**config.mk**
```make
export PLATFORM = sky130hd
export DESIGN_NAME = pipe_ctrl
export DESIGN_NICKNAME = d
export VERILOG_FILES = /design/src/rtl/pipe_ctrl_pkg.sv /design/src/rtl/pipe_load_use_det.sv /design/src/rtl/pipe_ctrl.sv
export SDC_FILE = /design/constraint.sdc
export NUM_CORES = 1
export LEC_CHECK = 0
export BUFFER_PORTS_ARGS = -buffer_cell sky130_fd_sc_hd__buf_2
export CAP_MARGIN = 20
export CORE_MARGIN = 5
export CORE_UTILIZATION = 40
export CTS_BUF_LIST = sky130_fd_sc_hd__clkbuf_8
export CTS_CLUSTER_SIZE = 20
export DETAILED_ROUTE_END_ITERATION = 12
export GPL_TIMING_DRIVEN = 0
export PLACE_DENSITY_LB_ADDON = 0.2
export SYNTH_ARGS = -nofsm -noshare
export SYNTH_HDL_FRONTEND = slang
export SYNTH_SLANG_ARGS = --single-unit
```
**constraint.sdc**
```tcl
create_clock -name i_clk -period 6.6 [get_ports i_clk]
set_clock_uncertainty 0.05 [all_clocks]
set_input_delay 1.32 -clock i_clk [delete_from_list [all_inputs] [get_ports i_clk]]
set_output_delay 1.32 -clock i_clk [all_outputs]
set_load 0.01 [all_outputs]
```
**src/rtl/pipe_ctrl_pkg.sv**
```systemverilog
// rtl/pipe_ctrl_pkg.sv - shared types and constants for the pipeline sequencing controller
package pipe_ctrl_pkg;

    typedef enum logic [1:0] {
        DRAIN    = 2'd0,
        RUN      = 2'd1,
        MEM_WAIT = 2'd2,
        REDIRECT = 2'd3
    } pipe_state_e;

    // en/flush bit order: [0]=p1p2, [1]=p2p3, [2]=p3p4, [3]=p4p5
    typedef struct packed {
        logic       pc_en;
        logic [3:0] en;
        logic [3:0] flush;
    } pipe_strobe_t;

    localparam logic [31:0] NOP_INSN = 32'h00000013;

    localparam pipe_strobe_t STB_DRAIN    = '{pc_en: 1'b0, en: 4'b0000, flush: 4'b1111};
    localparam pipe_strobe_t STB_RUN      = '{pc_en: 1'b1, en: 4'b1111, flush: 4'b0000};
    localparam pipe_strobe_t STB_MEM_WAIT = '{pc_en: 1'b0, en: 4'b1000, flush: 4'b1000};
    localparam pipe_strobe_t STB_REDIRECT = '{pc_en: 1'b1, en: 4'b1111, flush: 4'b0011};
    localparam pipe_strobe_t STB_LOAD_USE = '{pc_en: 1'b0, en: 4'b1110, flush: 4'b0010};
    localparam pipe_strobe_t STB_FETCH_BUB = '{pc_en: 1'b0, en: 4'b1111, flush: 4'b0001};

endpackage

```
**src/rtl/pipe_load_use_det.sv**
```systemverilog
// rtl/pipe_load_use_det.sv - combinational load-use hazard detect between P2 sources and P3 load
module pipe_load_use_det (
    input  logic [4:0] i_p2_rs1_addr,
    input  logic [4:0] i_p2_rs2_addr,
    input  logic       i_p2_uses_rs1,
    input  logic       i_p2_uses_rs2,
    input  logic [4:0] i_p3_rd_addr,
    input  logic       i_p3_mem_read,
    output logic       o_load_use
);

    // x0 is never a real producer, so a load targeting it cannot create a hazard
    assign o_load_use = i_p3_mem_read && (i_p3_rd_addr != 5'd0) &&
                        ((i_p2_uses_rs1 && (i_p2_rs1_addr == i_p3_rd_addr)) ||
                         (i_p2_uses_rs2 && (i_p2_rs2_addr == i_p3_rd_addr)));

endmodule

```
**src/rtl/pipe_ctrl.sv**
```systemverilog
// rtl/pipe_ctrl.sv - pipeline sequencing FSM: enables, flushes, hazards and stall counter
module pipe_ctrl
    import pipe_ctrl_pkg::*;
#(
    parameter int RST_DRAIN_CYCLES = 2,
    parameter int REDIRECT_SHADOW  = 1,
    parameter int STALL_CNT_W      = 16
) (
    input  logic                   i_clk,
    input  logic                   i_rst,
    input  logic                   i_p1_insn_valid,
    input  logic [4:0]             i_p2_rs1_addr,
    input  logic [4:0]             i_p2_rs2_addr,
    input  logic                   i_p2_uses_rs1,
    input  logic                   i_p2_uses_rs2,
    input  logic [4:0]             i_p3_rd_addr,
    input  logic                   i_p3_mem_read,
    input  logic                   i_p3_redirect,
    input  logic                   i_p4_mem_req,
    input  logic                   i_p4_mem_ready,
    output logic                   o_pc_en,
    output logic                   o_p1p2_en,
    output logic                   o_p2p3_en,
    output logic                   o_p3p4_en,
    output logic                   o_p4p5_en,
    output logic                   o_p1p2_flush,
    output logic                   o_p2p3_flush,
    output logic                   o_p3p4_flush,
    output logic                   o_p4p5_flush,
    output logic [1:0]             o_state,
    output logic [STALL_CNT_W-1:0] o_stall_cnt
);

    localparam int CNT_MAX = (RST_DRAIN_CYCLES > REDIRECT_SHADOW) ? RST_DRAIN_CYCLES : REDIRECT_SHADOW;
    localparam int CNT_W   = (CNT_MAX > 1) ? $clog2(CNT_MAX) : 1;
    localparam logic [CNT_W-1:0] DRAIN_LOAD  = CNT_W'(RST_DRAIN_CYCLES - 1);
    localparam logic [CNT_W-1:0] SHADOW_LOAD = CNT_W'((REDIRECT_SHADOW > 0) ? REDIRECT_SHADOW - 1 : 0);
    localparam pipe_state_e      AFTER_REDIR = (REDIRECT_SHADOW > 0) ? REDIRECT : RUN;

    pipe_state_e      state, state_nxt;
    logic [CNT_W-1:0] cnt, cnt_nxt;
    pipe_strobe_t     stb;
    logic             load_use;
    logic             mem_wait;

    pipe_load_use_det u_load_use_det (
        .i_p2_rs1_addr (i_p2_rs1_addr),
        .i_p2_rs2_addr (i_p2_rs2_addr),
        .i_p2_uses_rs1 (i_p2_uses_rs1),
        .i_p2_uses_rs2 (i_p2_uses_rs2),
        .i_p3_rd_addr  (i_p3_rd_addr),
        .i_p3_mem_read (i_p3_mem_read),
        .o_load_use    (load_use)
    );

    assign mem_wait = i_p4_mem_req && !i_p4_mem_ready;

    always_comb begin
        stb       = STB_RUN;
        state_nxt = state;
        cnt_nxt   = cnt;
        case (state)
            DRAIN: begin
                stb = STB_DRAIN;
                if (cnt == '0) state_nxt = RUN;
                else           cnt_nxt   = cnt - CNT_W'(1);
            end
            RUN, MEM_WAIT: begin
                // MEM_WAIT holds on ready alone: the access is already committed in P4
                if ((state == RUN) ? mem_wait : !i_p4_mem_ready) begin
                    stb       = STB_MEM_WAIT;
                    state_nxt = MEM_WAIT;
                end else if (i_p3_redirect) begin
                    stb       = STB_REDIRECT;
                    state_nxt = AFTER_REDIR;
                    cnt_nxt   = SHADOW_LOAD;
                end else if (load_use) begin
                    stb       = STB_LOAD_USE;
                    state_nxt = RUN;
                end else if (!i_p1_insn_valid) begin
                    stb       = STB_FETCH_BUB;
                    state_nxt = RUN;
                end else begin
                    state_nxt = RUN;
                end
            end
            REDIRECT: begin
                if (mem_wait) begin
                    stb       = STB_MEM_WAIT;
                    state_nxt = MEM_WAIT;
                end else if (i_p3_redirect) begin
                    stb     = STB_REDIRECT;
                    cnt_nxt = SHADOW_LOAD;
                end else begin
                    stb.pc_en    = i_p1_insn_valid;
                    stb.flush[0] = 1'b1;
                    if (cnt == '0) state_nxt = RUN;
                    else           cnt_nxt   = cnt - CNT_W'(1);
                end
            end
            default: begin
                stb       = STB_DRAIN;
                state_nxt = DRAIN;
            end
        endcase
    end

    always_ff @(posedge i_clk or posedge i_rst) begin
        if (i_rst) begin
            state       <= DRAIN;
            cnt         <= DRAIN_LOAD;
            o_stall_cnt <= '0;
        end else begin
            state <= state_nxt;
            cnt   <= cnt_nxt;
            if (!stb.pc_en && (state != DRAIN) && (o_stall_cnt != '1))
                o_stall_cnt <= o_stall_cnt + STALL_CNT_W'(1);
        end
    end

    assign o_pc_en      = stb.pc_en;
    assign o_p1p2_en    = stb.en[0];
    assign o_p2p3_en    = stb.en[1];
    assign o_p3p4_en    = stb.en[2];
    assign o_p4p5_en    = stb.en[3];
    assign o_p1p2_flush = stb.flush[0];
    assign o_p2p3_flush = stb.flush[1];
    assign o_p3p4_flush = stb.flush[2];
    assign o_p4p5_flush = stb.flush[3];
    assign o_state      = state;

endmodule

```
==> run_results.csv <==
group,metric,value,unit
setup_path,cpMostUsedCell,"buf_2",
power_and_ir_drop,ir_drop,0.000135,V
cts,cts_root_buf,"clkbuf_8",
setup_path,end_kind,"output pin",
setup_path,timing.rr.end,"o_stall_cnt[1]",
worst_hold_path,holdPathEnd,"cnt",
placed_design,gp_congestion,0.804,
logic_synthesis,synth_warnings,0,
logic_synthesis,avgSynthCellArea,9.43,um2
final_layout,diodes,0,
placed_design,placed_area,0.00160,mm2
power_and_ir_drop,powerDensity,371,mW/mm2
route,viasPerCell,5.19,
route,wl,3260,um
cts,cts_tree,"done",
setup_path,worst_ep_required_time,5.23,ns
cts,h-tree-depth,1,
route,drtAntennaViolNets,0,
setup_path,crit_chain,"buf_2 -> xor2_1 -> nor4_2 -> a32oi_1 -> o41ai_4 -> inv_1 -> buf_2",
cts,post_cts_resized,0,
setup_path,critPathMaxStageDelay,0.64,ns
grt,grt_max_degree,20,
timing,max_freq,226,MHz
timing,layout_min_cycle_time,4.43,ns
floorplan,core,0.00308,mm2
setup_path,cp.arrival,3.06,ns
grt,track_usage,0.153,
timing,finalHoldViolations,0,
cts,cts_setup_buffers,0,
logic_synthesis,ys_ff_latch,19,
setup_path,cp_max_fo,9,
power_and_ir_drop,p_seq_frac,0.296,
setup_path,crit_slowest_cell,"o41ai_4",
final_layout,nFillCells,310,
power_and_ir_drop,p_int,341,uW
route,drt_iter0_markers,72,
final_layout,fin_nets,221,
logic_synthesis,syn_inst,138,
outcome,status,"completed",
setup_path,crit_path_start_kind,"input port",
route,route.detailed.drc,0,
worst_hold_path,worstHoldPathType,"register to register",
logic_synthesis,synth_cell_types,40,
floorplan,io_pins,51,
floorplan,rows,20,
final_layout,finalInstanceArea,0.00165,mm2
cts,clkTransAtPathRegs,0.06,ns
logic_synthesis,syn-cell-area,0.00130,mm2
floorplan,die_h,67.0,um
logic_synthesis,synth_area_leaders,"dfrtp_1 35%, xnor2_1 11%, xor2_1 6.1%",
timing,slew_headroom,0.353,
power_and_ir_drop,swShare,0.441,
timing,maxSlewViolCount,0,
grt,met2_usage,0.253,
grt,grt_overflow,0,
cts,cts_buffers,3,
grt,met3_usage,0.0304,
timing,setup_violations,0,
grt,grt_first_pass_wirelength,5330,um
floorplan,die_w,67.0,um
placed_design,dp_slack,2.16,ns
grt,grt_busiest_layer,"met2",
logic_synthesis,synth_top_cell_by_area,"dfrtp_1",
placed_design,hpwl,2580,um
worst_hold_path,hold_path.startpoint,"cnt",
route,wl_per_cell,13.9,um
timing,grt_setup_unrepaired,"no",
power_and_ir_drop,p_clk_frac,0.126,
final_layout,synthToLayoutAreaGrowth,26.5,%
route,dr.pass1.iters,4,
placed_design,io_buffer_count,49,
logic_synthesis,yosysTopAreaCellShare,0.346,
setup_path,reg2regPathDepth,7,
cts,clock_latency,0.25,ns
power_and_ir_drop,p_sw,269,uW
logic_synthesis,ys_seq_area_frac,0.366,
floorplan,start_util,0.423,
setup_path,critical_path_class,"input port to output pin",
grt,gr-usage-met1,0.194,
run,cap_viol_max_count,0,
floorplan,dieArea,0.00449,mm2
power_and_ir_drop,p_comb_frac,0.579,
cts,cts_buffer_depth,2,
cts,cts_num_sinks,19,
timing,setup-tns-final,0,ns
grt,grt_antenna_before_repair,0,
final_layout,drive_above_1_share,0.325,
worst_hold_path,hold_path_depth,1,
cts,hold_buffers,0,
timing,fin_ws,2.17,ns
timing,tightest_slew,0.946,ns
setup_path,rrSetupSlack,3.80,ns
grt,grt_pass1_vias,1249,
setup_path,reg2reg_from,"o_state[0]",
timing,fin_crit_sh,0.671,
power_and_ir_drop,power.leakage,0.000776,uW
logic_synthesis,synth_fp_nets,167,
route,vias,1219,
## through the flow
stage | hold slack [ns] | total power [uW] | cells | util
after global placement | 0.413 | 524 | 231 | 0.520
after CTS | 0.423 | 618 | 235 | 0.535
after floorplan | 0.396 | 412 | 138 | -
after global routing | 0.430 | 662 | 235 | 0.535
final | 0.419 | 610 | 235 | 0.535
after detailed placement | 0.412 | 538 | 231 | 0.520
## per-layer routing
metal  part of all wire  vias to the layer above  wire [um]
li1                   -                      596          -
met4              0.015                        0         48
met3              0.091                        5        297
met5                  0                        -          0
met2               0.45                       54       1460
met1               0.45                      564       1460
## sequential cells by signal, summed over array words and instances (netlist names)
| name | count |
|---|---|
| o_state | 2 |
| o_stall_cnt | 16 |
| cnt | 1 |
## area by class of cell
cell class                      count  area [um2]  share of cell area
Timing Repair Buffer               49         245               0.149
Sequential cell                    19         477               0.290
Multi-Input combinational cell    108         778               0.473
Inverter                            6        22.5              0.0137
Clock inverter                      1        3.75             0.00228
Buffer                              5        23.8              0.0144
Tap cell                           44        55.1              0.0334
Clock buffer                        3        41.3              0.0251
## layout by cell type, fill, tap and decap left out, types with 7 or more instances in the layout
cell and instances:
nor2_1 8, buf_2 50, nand3_1 11, xnor2_1 16, inv_1 7, xor2_1 9
dfrtp_1 18, nand4_1 8
## logic make-up after synthesis
family | share of synthesized area
adders and majority gates | 0.0481
xor gates and xnor gates | 0.168
muxes | 0.0115
buffers and inverters | 0.0356
DFF | 0.366
and+or+nand+nor | 0.228
AOI/OAI and AO/OA | 0.142
## synth_stat cells
library cell	instances
o21bai_1	1
or4_1	3
dfrtp_1	18
or2_2	1
nor4_1	2
o221ai_1	1
nand2_1	4
nor4_2	1
inv_1	6
clkbuf_1	3
nor3_1	1
o21ai_2	1
a32oi_1	1
ha_1	5
nor2b_1	2
a211o_1	1
nand3_1	11
and3_1	5
mux2_4	1
o31ai_1	1
nor2_1	8
dfstp_2	1
xnor2_1	16
a2111oi_0	1
o41ai_4	1
a211oi_1	1
and2_1	3
o21ai_0	5
nand4_1	8
nand2_2	1
o21ai_1	1
buf_2	1
buf_4	1
xor2_1	9
a21oi_1	5
o21a_1	2
and2_0	1
o41a_1	1
o21ba_2	1
nand2b_1	2
## critical path, delay by kind of cell
kind / cells / cell delay, ns
buffers and inverters: 3 / 0.36
AO/OA/AOI/OAI: 2 / 0.91
AND/OR/NAND/NOR: 1 / 0.30
XOR/XNOR: 1 / 0.16
## worst max-delay path by stage
stage,to,cells after the start,start,slack (ns)
2_1_floorplan,o_p1p2_flush,5,i_p3_rd_addr[0],2.55
3_3_place_gp,o_pc_en,6,i_p4_mem_req,2.14
3_5_place_dp,o_pc_en,7,i_p3_rd_addr[3],2.16
4_1_cts,o_pc_en,7,i_p3_rd_addr[3],2.16
5_1_grt,o_pc_en,7,i_p3_rd_addr[3],2.03
6_report,o_pc_en,7,i_p3_rd_addr[3],2.17
## power groups by stage
stage	combinational (uW)	clock [uW]	sequential, uW
finish	353	76.6	180
global route	391	84.5	186
CTS	357	80.5	181
detailed placement	355	0	183
global placement	345	0	179
floorplan	223	0	189
Power figures use the tool's default switching activity.
